===== src/rtl/apb_bridge_pkg.sv =====
// Shared types and constants for the AHB-to-APB bridge sequencing logic.
package apb_bridge_pkg;

  localparam int ADDR_W_DEF   = 32;
  localparam int DATA_W_DEF   = 32;
  localparam int NSLV_DEF     = 3;
  localparam int WAIT_MAX_DEF = 16;

  localparam logic [1:0] HRESP_OKAY  = 2'b00;
  localparam logic [1:0] HRESP_ERROR = 2'b01;

  typedef enum logic [2:0] {
    ST_IDLE,
    ST_WWAIT,
    ST_SETUP,
    ST_ACCESS,
    ST_DONE,
    ST_ERR1,
    ST_ERR2
  } apb_state_e;

  // States in which the AHB side may present a new address phase.
  function automatic logic ahb_ready(apb_state_e s);
    return (s == ST_IDLE) || (s == ST_DONE) || (s == ST_ERR2);
  endfunction

endpackage


===== src/rtl/apb_wait_timer.sv =====
// Counts APB wait cycles within one ACCESS phase and flags the cycle that
// reaches the WAIT_MAX limit so the controller can abandon the transfer.
module apb_wait_timer #(
  parameter int WAIT_MAX = 16
) (
  input  logic hclk,
  input  logic hreset,
  input  logic clear,
  input  logic enable,
  output logic expired
);

  localparam int CNT_W = $clog2(WAIT_MAX + 1);

  logic [CNT_W-1:0] cnt;

  always_ff @(posedge hclk or posedge hreset) begin
    if (hreset) begin
      cnt <= '0;
    end else if (clear) begin
      cnt <= '0;
    end else if (enable && (cnt != CNT_W'(WAIT_MAX))) begin
      cnt <= cnt + CNT_W'(1);
    end
  end

  // High during the wait cycle whose increment brings the count to WAIT_MAX.
  assign expired = enable && (cnt == CNT_W'(WAIT_MAX - 1));

endmodule


===== src/rtl/apb_fsm_controller.sv =====
// APB sequencing controller of the AHB-to-APB bridge: two-phase APB transfers
// with wait states, AHB stall via hreadyout, OKAY/ERROR response and timeout.
module apb_fsm_controller
  import apb_bridge_pkg::*;
#(
  parameter int ADDR_W   = ADDR_W_DEF,
  parameter int DATA_W   = DATA_W_DEF,
  parameter int NSLV     = NSLV_DEF,
  parameter int WAIT_MAX = WAIT_MAX_DEF
) (
  input  logic              hclk,
  input  logic              hreset,
  input  logic              valid,
  input  logic [ADDR_W-1:0] haddr,
  input  logic              hwrite,
  input  logic [DATA_W-1:0] hwdata,
  input  logic [NSLV-1:0]   temp_selx,
  input  logic [DATA_W-1:0] prdata,
  input  logic              pready,
  input  logic              pslverr,
  output logic [NSLV-1:0]   pselx,
  output logic              penable,
  output logic              pwrite,
  output logic [ADDR_W-1:0] paddr,
  output logic [DATA_W-1:0] pwdata,
  output logic              hreadyout,
  output logic [1:0]        hresp,
  output logic [DATA_W-1:0] hrdata
);

  apb_state_e      state;
  apb_state_e      state_n;
  logic [NSLV-1:0] sel_q;
  logic            addr_latch;
  logic            wdata_latch;
  logic            rd_capture;
  logic            timer_clr;
  logic            timer_en;
  logic            timer_expired;

  apb_wait_timer #(
    .WAIT_MAX (WAIT_MAX)
  ) u_wait_timer (
    .hclk    (hclk),
    .hreset  (hreset),
    .clear   (timer_clr),
    .enable  (timer_en),
    .expired (timer_expired)
  );

  always_ff @(posedge hclk or posedge hreset) begin
    if (hreset) begin
      state <= ST_IDLE;
    end else begin
      state <= state_n;
    end
  end

  // Outputs decode the registered state only; inputs steer next state and latches.
  always_comb begin
    state_n     = state;
    pselx       = '0;
    penable     = 1'b0;
    hreadyout   = ahb_ready(state);
    hresp       = HRESP_OKAY;
    addr_latch  = 1'b0;
    wdata_latch = 1'b0;
    rd_capture  = 1'b0;
    timer_clr   = 1'b0;
    timer_en    = 1'b0;

    case (state)
      ST_IDLE, ST_DONE, ST_ERR2: begin
        if (state == ST_ERR2) begin
          hresp = HRESP_ERROR;
        end
        if (valid) begin
          addr_latch = 1'b1;
          state_n    = hwrite ? ST_WWAIT : ST_SETUP;
        end else begin
          state_n = ST_IDLE;
        end
      end
      ST_WWAIT: begin
        wdata_latch = 1'b1;
        state_n     = ST_SETUP;
      end
      ST_SETUP: begin
        pselx     = sel_q;
        timer_clr = 1'b1;
        state_n   = ST_ACCESS;
      end
      ST_ACCESS: begin
        pselx   = sel_q;
        penable = 1'b1;
        if (pready) begin
          if (pslverr) begin
            state_n = ST_ERR1;
          end else begin
            rd_capture = !pwrite;
            state_n    = ST_DONE;
          end
        end else begin
          timer_en = 1'b1;
          if (timer_expired) begin
            state_n = ST_ERR1;
          end
        end
      end
      ST_ERR1: begin
        hresp   = HRESP_ERROR;
        state_n = ST_ERR2;
      end
      default: begin
        state_n = ST_IDLE;
      end
    endcase
  end

  // Transfer attributes hold between transfers and move only on their latch.
  always_ff @(posedge hclk or posedge hreset) begin
    if (hreset) begin
      paddr  <= '0;
      pwrite <= 1'b0;
      sel_q  <= '0;
      pwdata <= '0;
      hrdata <= '0;
    end else begin
      if (addr_latch) begin
        paddr  <= haddr;
        pwrite <= hwrite;
        sel_q  <= temp_selx;
      end
      if (wdata_latch) begin
        pwdata <= hwdata;
      end
      if (rd_capture) begin
        hrdata <= prdata;
      end
    end
  end

endmodule


===== config.mk =====
export PLATFORM = sky130hd
export DESIGN_NAME = apb_fsm_controller
export DESIGN_NICKNAME = d
export VERILOG_FILES = /design/src/rtl/apb_bridge_pkg.sv /design/src/rtl/apb_wait_timer.sv /design/src/rtl/apb_fsm_controller.sv
export SDC_FILE = /design/constraint.sdc
export NUM_CORES = 1
export LEC_CHECK = 0
export ABC_AREA = 1
export CORE_MARGIN = 4
export CORE_UTILIZATION = 42
export CTS_CLUSTER_DIAMETER = 60
export DETAILED_ROUTE_END_ITERATION = 8
export PLACE_DENSITY = 0.83
export SLEW_MARGIN = 20
export SYNTH_ARGS = -nofsm -noshare
export SYNTH_HDL_FRONTEND = slang
export SYNTH_SLANG_ARGS = --single-unit

===== constraint.sdc =====
create_clock -name hclk -period 3.9 [get_ports hclk]
set_input_delay 0.78 -clock hclk [delete_from_list [all_inputs] [get_ports hclk]]
set_output_delay 0.78 -clock hclk [all_outputs]
set_load 0.03 [all_outputs]

==> results of run 1 <==
==> cell usage in the layout (no fill, tap or decap), types with 2 or more instances in the layout <==
master	count
o21ai_1	4
clkinvlp_4	3
dfrtp_1	108
clkdlybuf4s50_1	207
nand3_1	9
clkbuf_8	9
nand4_1	3
nor2_4	2
ha_1	3
inv_1	83
buf_12	2
nand2_1	184
o21ai_2	32
o21ai_0	34
nor2_1	7
==> sequential cells by signal, indices dropped and copies added (netlist names) <==
| name | count |
|---|---|
| hrdata | 32 |
| pwdata | 32 |
| paddr | 32 |
| sel_q | 3 |
| u_wait_timer.cnt | 5 |
| state | 3 |
| pwrite | 1 |
==> worst reg2reg max path, stage by stage (launching register included) <==
cell,delay (ns)
dfrtp_1,0.43
inv_1,0.13
nor2_2,0.08
nor2_4,0.12
nand2_2,0.36
inv_2,0.65
nand2_1,0.16
o21ai_1,0.12
==> logic make-up (layout without fill, tap and decap cells) <==
group / count (synthesis) / after routing / share of synthesized area [%]
other: 1 / 1 / 0.0822
DFF: 108 / 108 / 59.2
and+or+nand+nor: 213 / 213 / 19.4
AOI/OAI and AO/OA: 71 / 71 / 10.4
buffers and inverters: 105 / 308 / 10.0
adders and majority gates: 3 / 3 / 0.822
==> layout make-up <==
cell class | instances | share of cell area, %
Clock buffer | 10 | 1.85
Clock inverter | 4 | 0.763
Inverter | 85 | 4.67
Multi-Input combinational cell | 288 | 20.4
Sequential cell | 108 | 39.2
Tap cell | 136 | 2.47
Timing Repair Buffer | 209 | 30.7
==> power by group through the flow <==
stage | Sequential (mW) | Combinational (mW) | Clock, mW
2_1_floorplan | 2.82 | 0.879 | 0
3_3_place_gp | 1.91 | 3.01 | 0
3_5_place_dp | 1.94 | 3.09 | 0
4_1_cts | 1.93 | 3.10 | 0.668
5_1_grt | 1.99 | 3.28 | 0.713
6_report | 1.92 | 3.06 | 0.651
==> per-layer routing <==
metal,up-vias,share of wire [%]
met4,0,2.3
met2,134,50
met5,-,0
met3,21,8.2
li1,1902,-
met1,1806,39
==> final timing paths <==
kind,startpoint,to,slack (ns),cells after the start
min reg2reg,paddr[4],paddr[4],0.48,2
max reg2reg,state[1],pwrite,1.77,7
min,paddr[4],paddr[4],0.48,2
min in group asynchronous,hreset,hrdata[24],0.93,2
max,state[2],pselx[2],1.13,4
max in group asynchronous,hreset,paddr[0],2.24,3
==> reports/qor.csv, run 1 <==
metric;value;unit
status;finished, final reports clean;
die area;12600;um2
met3 GRT Util;6.68;%
GRT busiest layer;met2;
Worst Clk Skew;0.0104;ns
Site Rows;37;
ant diodes;0;
sw frac;44.5;%
CTS tree;yes;
Syn Inst Count;501;
register area share after synthesis;59.2;%
count leader, synth;nand2_1;
Tot Pwr;5.63;mW
Max IR drop VDD;0.464;mV
syn_nets;609;
cts hold-fix bufs;0;
slew margin rel.;36.3;%
fraction of synthesized cell area taken by the top area cell type;59.2;%
Critical-path top delay cell;clkdlybuf4s50_1;
Synth area leaders;dfrtp_1 (59%), nand2_1 (15%), inv_1 (6.9%);
Post-synth EDFFs;0;
largest net degree at the start of global routing;65;
RSZ-0062 raised after global routing;no;
Reg clk slew, reported paths;0.09;ns
Seq pwr share;34.1;%
Clock Sinks;108;
routed length per instance;14.0;um
Setup-failing EPs final;0;
top cells by count, synth;nand2_1 (184), dfrtp_1 (108), inv_1 (84);
starting density of the core;43.6;%
PortBufs;207;
final core utilization;65.9;%
IO Count;209;
measured slew at the worst slew-check pin;0.955;ns
Tcrit/Tclk final;71.1;%
1st-iter DRT viols;186;
routed vias;3863;
crit path kind;flop to output port;
Slew Limit Fails;0;
Crit Path Max Fanout;4;
nets;809;
Syn Area/Cell;9.11;um2
root buf cell;clkbuf_8;
CP bufs+invs;2;
Placer Congestion;0.829;
Pint;3.13;mW
max-cap violations;0;
Hold WS;0.482;ns
Chip Height;112;um
Post-Syn Area;4560;um2
synth warn;0;
Worst Path Required;3.12;ns
fraction of layout cells with a size suffix above 1;8.10;%
Total Neg Setup Slack;0;ns
design area;6890;um2
routing usage on met1;21.5;%
DP Cell Count;825;
Die Wd;112;um
router iterations before antenna repair;4;
Switching Power;2.50;mW
count of cell types in the netlist;26;
Storage cell area;2700;um2
met2 usage;31.5;%
Layout Cells excl Fill;840;
Worst Hold Class;flop to flop;
Longest Clk Path Bufs;2;
power per cell area;818;nW/um2
aggregate global routing overflow;0;
FFs w/ async S/R, synth;100;%
final worst slack;1.13;ns
FF+latch count, synth;108;
Yosys top cell by area;dfrtp_1;
initial antenna violation count;0;
Critical Path, Cell by Cell;nor2_2, inv_1, nor2_1, clkdlybuf4s50_1;
Clk pwr share;11.6;%
Logic pwr share;54.3;%
vias per cell;4.60;
DRT Wirelength;11700;um
worst skew pair latency;0.37;ns
Area Overhead vs Synth;51.0;%
Final Hold Fails;0;
setup bufs post-CTS;0;
antenna viol nets, final;0;
Top Family by Delay on Critical Path;buffers and inverters;
first-pass GRT wire length;19000;um
pre-CTS setup slack;1.06;ns
CP Data Arrival Time;1.99;ns
DP Area;6690;um2
minimum clock period;2.77;ns
CP peak stage delay;0.68;ns
DR DRC count;0;
Num CTS Buffers;9;
H-tree depth;3;
Resized cells post-CTS;0;
Multi-input gate area;1400;um2
Total GRT Usage;18.6;%
Pleak;3.40;nW
vias in the first global route;3956;
Crit. End Element;output port;
Fmax;0.360;GHz
Most used DFF post-synth;dfrtp_1;
Fillers;848;
crit path launch type;flop;
DP HPWL;8900;um
Core ar.;10500;um2
Power figures use the tool's default switching activity.
==> inputs of run 2 (changes only) <==
Settings changed: CORE_UTILIZATION 42 to 38, PLACE_DENSITY 0.83 to 0.79.
Clock period 3.9 ns to 2.4 ns, I/O delays scaled along.
==> run 2 against run 1 <==
Sequential power is 62% higher. Combinational power is 63% higher. Via count is 0.98% lower. Critical path depth is 1 lower. Design area is 1.9% higher. Register-to-register slack worse by 1.2 ns. Critical endpoint is now penable. Global-route usage is 1.5 points lower. Largest cell class unchanged.
==> reports/qor.csv, run 2 (same netlist as run 1, synthesis figures left out) <==
metric;value;unit;change
Critical Path, Cell by Cell;nand2_4, nor2_4, clkdlybuf4s50_1;;
Die Wd;118;um;+4.8%
Critical-path top delay cell;clkdlybuf4s50_1;;
Reg clk slew, reported paths;0.06;ns;-0.03 ns
Chip Height;118;um;+4.8%
CP Capture Point;penable;;
vias per cell;4.48;;-2.5%
largest registers;hrdata: 32 flops, paddr: 32 flops, pwdata: 32 flops;;
router iterations before antenna repair;4;;unchanged
Placer Congestion;0.765;;-7.7%
aggregate global routing overflow;0;;unchanged
Worst Clk Skew;0.00378;ns;-0.00659 ns
R2R depth;5;;-2
max-cap violations;0;;unchanged
CP Data Arrival Time;1.80;ns;-0.19 ns
Crit. End Element;output port;;
crit path from;state[0];;
first-pass GRT wire length;19400;um;+1.9%
RSZ-0062 raised after global routing;no;;
Max IR drop VDD;0.617;mV;+33%
DP HPWL;8910;um;+0.11%
Total GRT Usage;17.0;%;-1.5 points
most frequent cells in the layout;clkdlybuf4s50_1 (203), nand2_1 (184), dfrtp_1 (108);;
CP peak stage delay;0.70;ns;+0.02 ns
Site Rows;39;;+5.4%
root buf cell;clkbuf_16;;
Core ar.;11600;um2;+11%
crit path launch type;flop;;
slew margin rel.;46.2;%;+9.9 points
Worst Hold Class;flop to flop;;
H-tree depth;3;;unchanged
starting density of the core;39.5;%;-4.2 points
routed length per instance;13.6;um;-2.4%
Final Hold Fails;0;;unchanged
antenna viol nets, final;0;;unchanged
Area Overhead vs Synth;53.9;%;
Slew Limit Fails;0;;unchanged
worst reg2reg path startpoint;state[2];;
measured slew at the worst slew-check pin;0.807;ns;-0.148 ns
routed vias;3825;;-0.98%
Pleak;3.50;nW;+2.8%
Tcrit/Tclk final;94.9;%;
setup bufs post-CTS;0;;unchanged
worst skew pair latency;0.34;ns;-0.03 ns
PortBufs;207;;unchanged
IO Count;209;;unchanged
Longest Clk Path Bufs;2;;unchanged
cts hold-fix bufs;0;;unchanged
Setup-failing EPs final;0;;unchanged
Num CTS Buffers;9;;unchanged
largest net degree at the start of global routing;65;;unchanged
1st-iter DRT viols;121;;-35%
Hold WS;0.479;ns;-0.00255 ns
fraction of layout cells with a size suffix above 1;8.46;%;+0.37 points
vias in the first global route;3988;;+0.81%
status;finished, final reports clean;;
minimum clock period;2.28;ns;
worst r2r dst;pwdata[13];;
Reg2Reg Setup Slack;0.60;ns;-1.17 ns
nets;813;;+0.49%
crit path kind;flop to output port;;
DRT Wirelength;11600;um;-0.87%
DR DRC count;0;;unchanged
power per cell area;1360;nW/um2;+66%
Fmax;0.439;GHz;
initial antenna violation count;0;;unchanged
most common cell after layout, fill and taps aside;clkdlybuf4s50_1;;
Total Neg Setup Slack;0;ns;unchanged
Worst Path Required;1.92;ns;-1.20 ns
Clock Sinks;108;;unchanged
die area;13800;um2;+9.8%
CTS tree;yes;;
Fillers;974;;+15%
Crit Path Max Fanout;5;;+1
## run 2: cell types whose count changed in the layout (fill, tap and decap cells not counted), sizes merged
cell / delta
buf: +4
clkbuf: +3
clkdlybuf4s50: -4
clkinv: +1
clkinvlp: -2
diode: +1
dlygate4sd2: +3
dlymetal6s2s: +1
inv: -1
## run 2: final cells by class
type / count / area, um2 / share of cell area (%)
Timing Repair Buffer: 213 / 2130 / 30.3
Tap cell: 143 / 179 / 2.55
Clock inverter: 2 / 35.0 / 0.499
Clock buffer: 13 / 250 / 3.56
Multi-Input combinational cell: 288 / 1400 / 20.0
Sequential cell: 108 / 2700 / 38.5
Antenna cell: 1 / 2.50 / 0.0356
Inverter: 85 / 323 / 4.60
## run 2: repair_timing
action                                  4_1_cts  5_1_grt
endpoints found under the setup margin        3        1
resized for setup                             3        1
gates cloned                                  0        0
## run 2: power breakdown
part	switching (mW)	internal, mW
Sequential	0.483	2.64
Clock	0.602	0.832
Combinational	3.00	1.98
## run 2: worst min-delay path by stage
stage	from	to	cells after the start
after floorplan	sel_q[0]	sel_q[0]	2
after global placement	paddr[18]	paddr[18]	2
after detailed placement	paddr[31]	paddr[31]	2
after CTS	paddr[31]	paddr[31]	2
after global routing	paddr[1]	paddr[1]	2
final	paddr[1]	paddr[1]	2
## run 2: metal layers
| layer | vias up | GRT usage [%] | wire length (um) |
|---|---|---|---|
| li1 | 1918 | - | - |
| met1 | 1760 | 20.1 | 4880 |
| met2 | 125 | 28.5 | 5570 |
| met3 | 22 | 5.53 | 856 |
| met4 | 0 | 7.47 | 331 |
| met5 | - | 0 | 0 |
## run 2: worst max-delay path: cells and delay by family, from the launching register on
family | cells | cell delay, ns
flops | 1 | 0.51
buf+inv | 1 | 0.70
simple gates | 2 | 0.25
## run 2: stage by stage
| stage | cells | cell area [um2] | power (mW) | setup WS [ns] | utilization, % |
|---|---|---|---|---|---|
| 6_report | 853 | 7020 | 9.54 | 0.122 | 60.7 |
| 5_1_grt | 852 | 7020 | 10.1 | 0.0627 | 60.7 |
| 4_1_cts | 852 | 7020 | 9.66 | 0.0427 | 60.7 |
| 3_5_place_dp | 837 | 6740 | 8.19 | 0.242 | 58.3 |
| 3_3_place_gp | 837 | 6740 | 8.04 | 0.328 | 58.3 |
| 2_1_floorplan | 501 | 4570 | 6.01 | 0.618 | - |
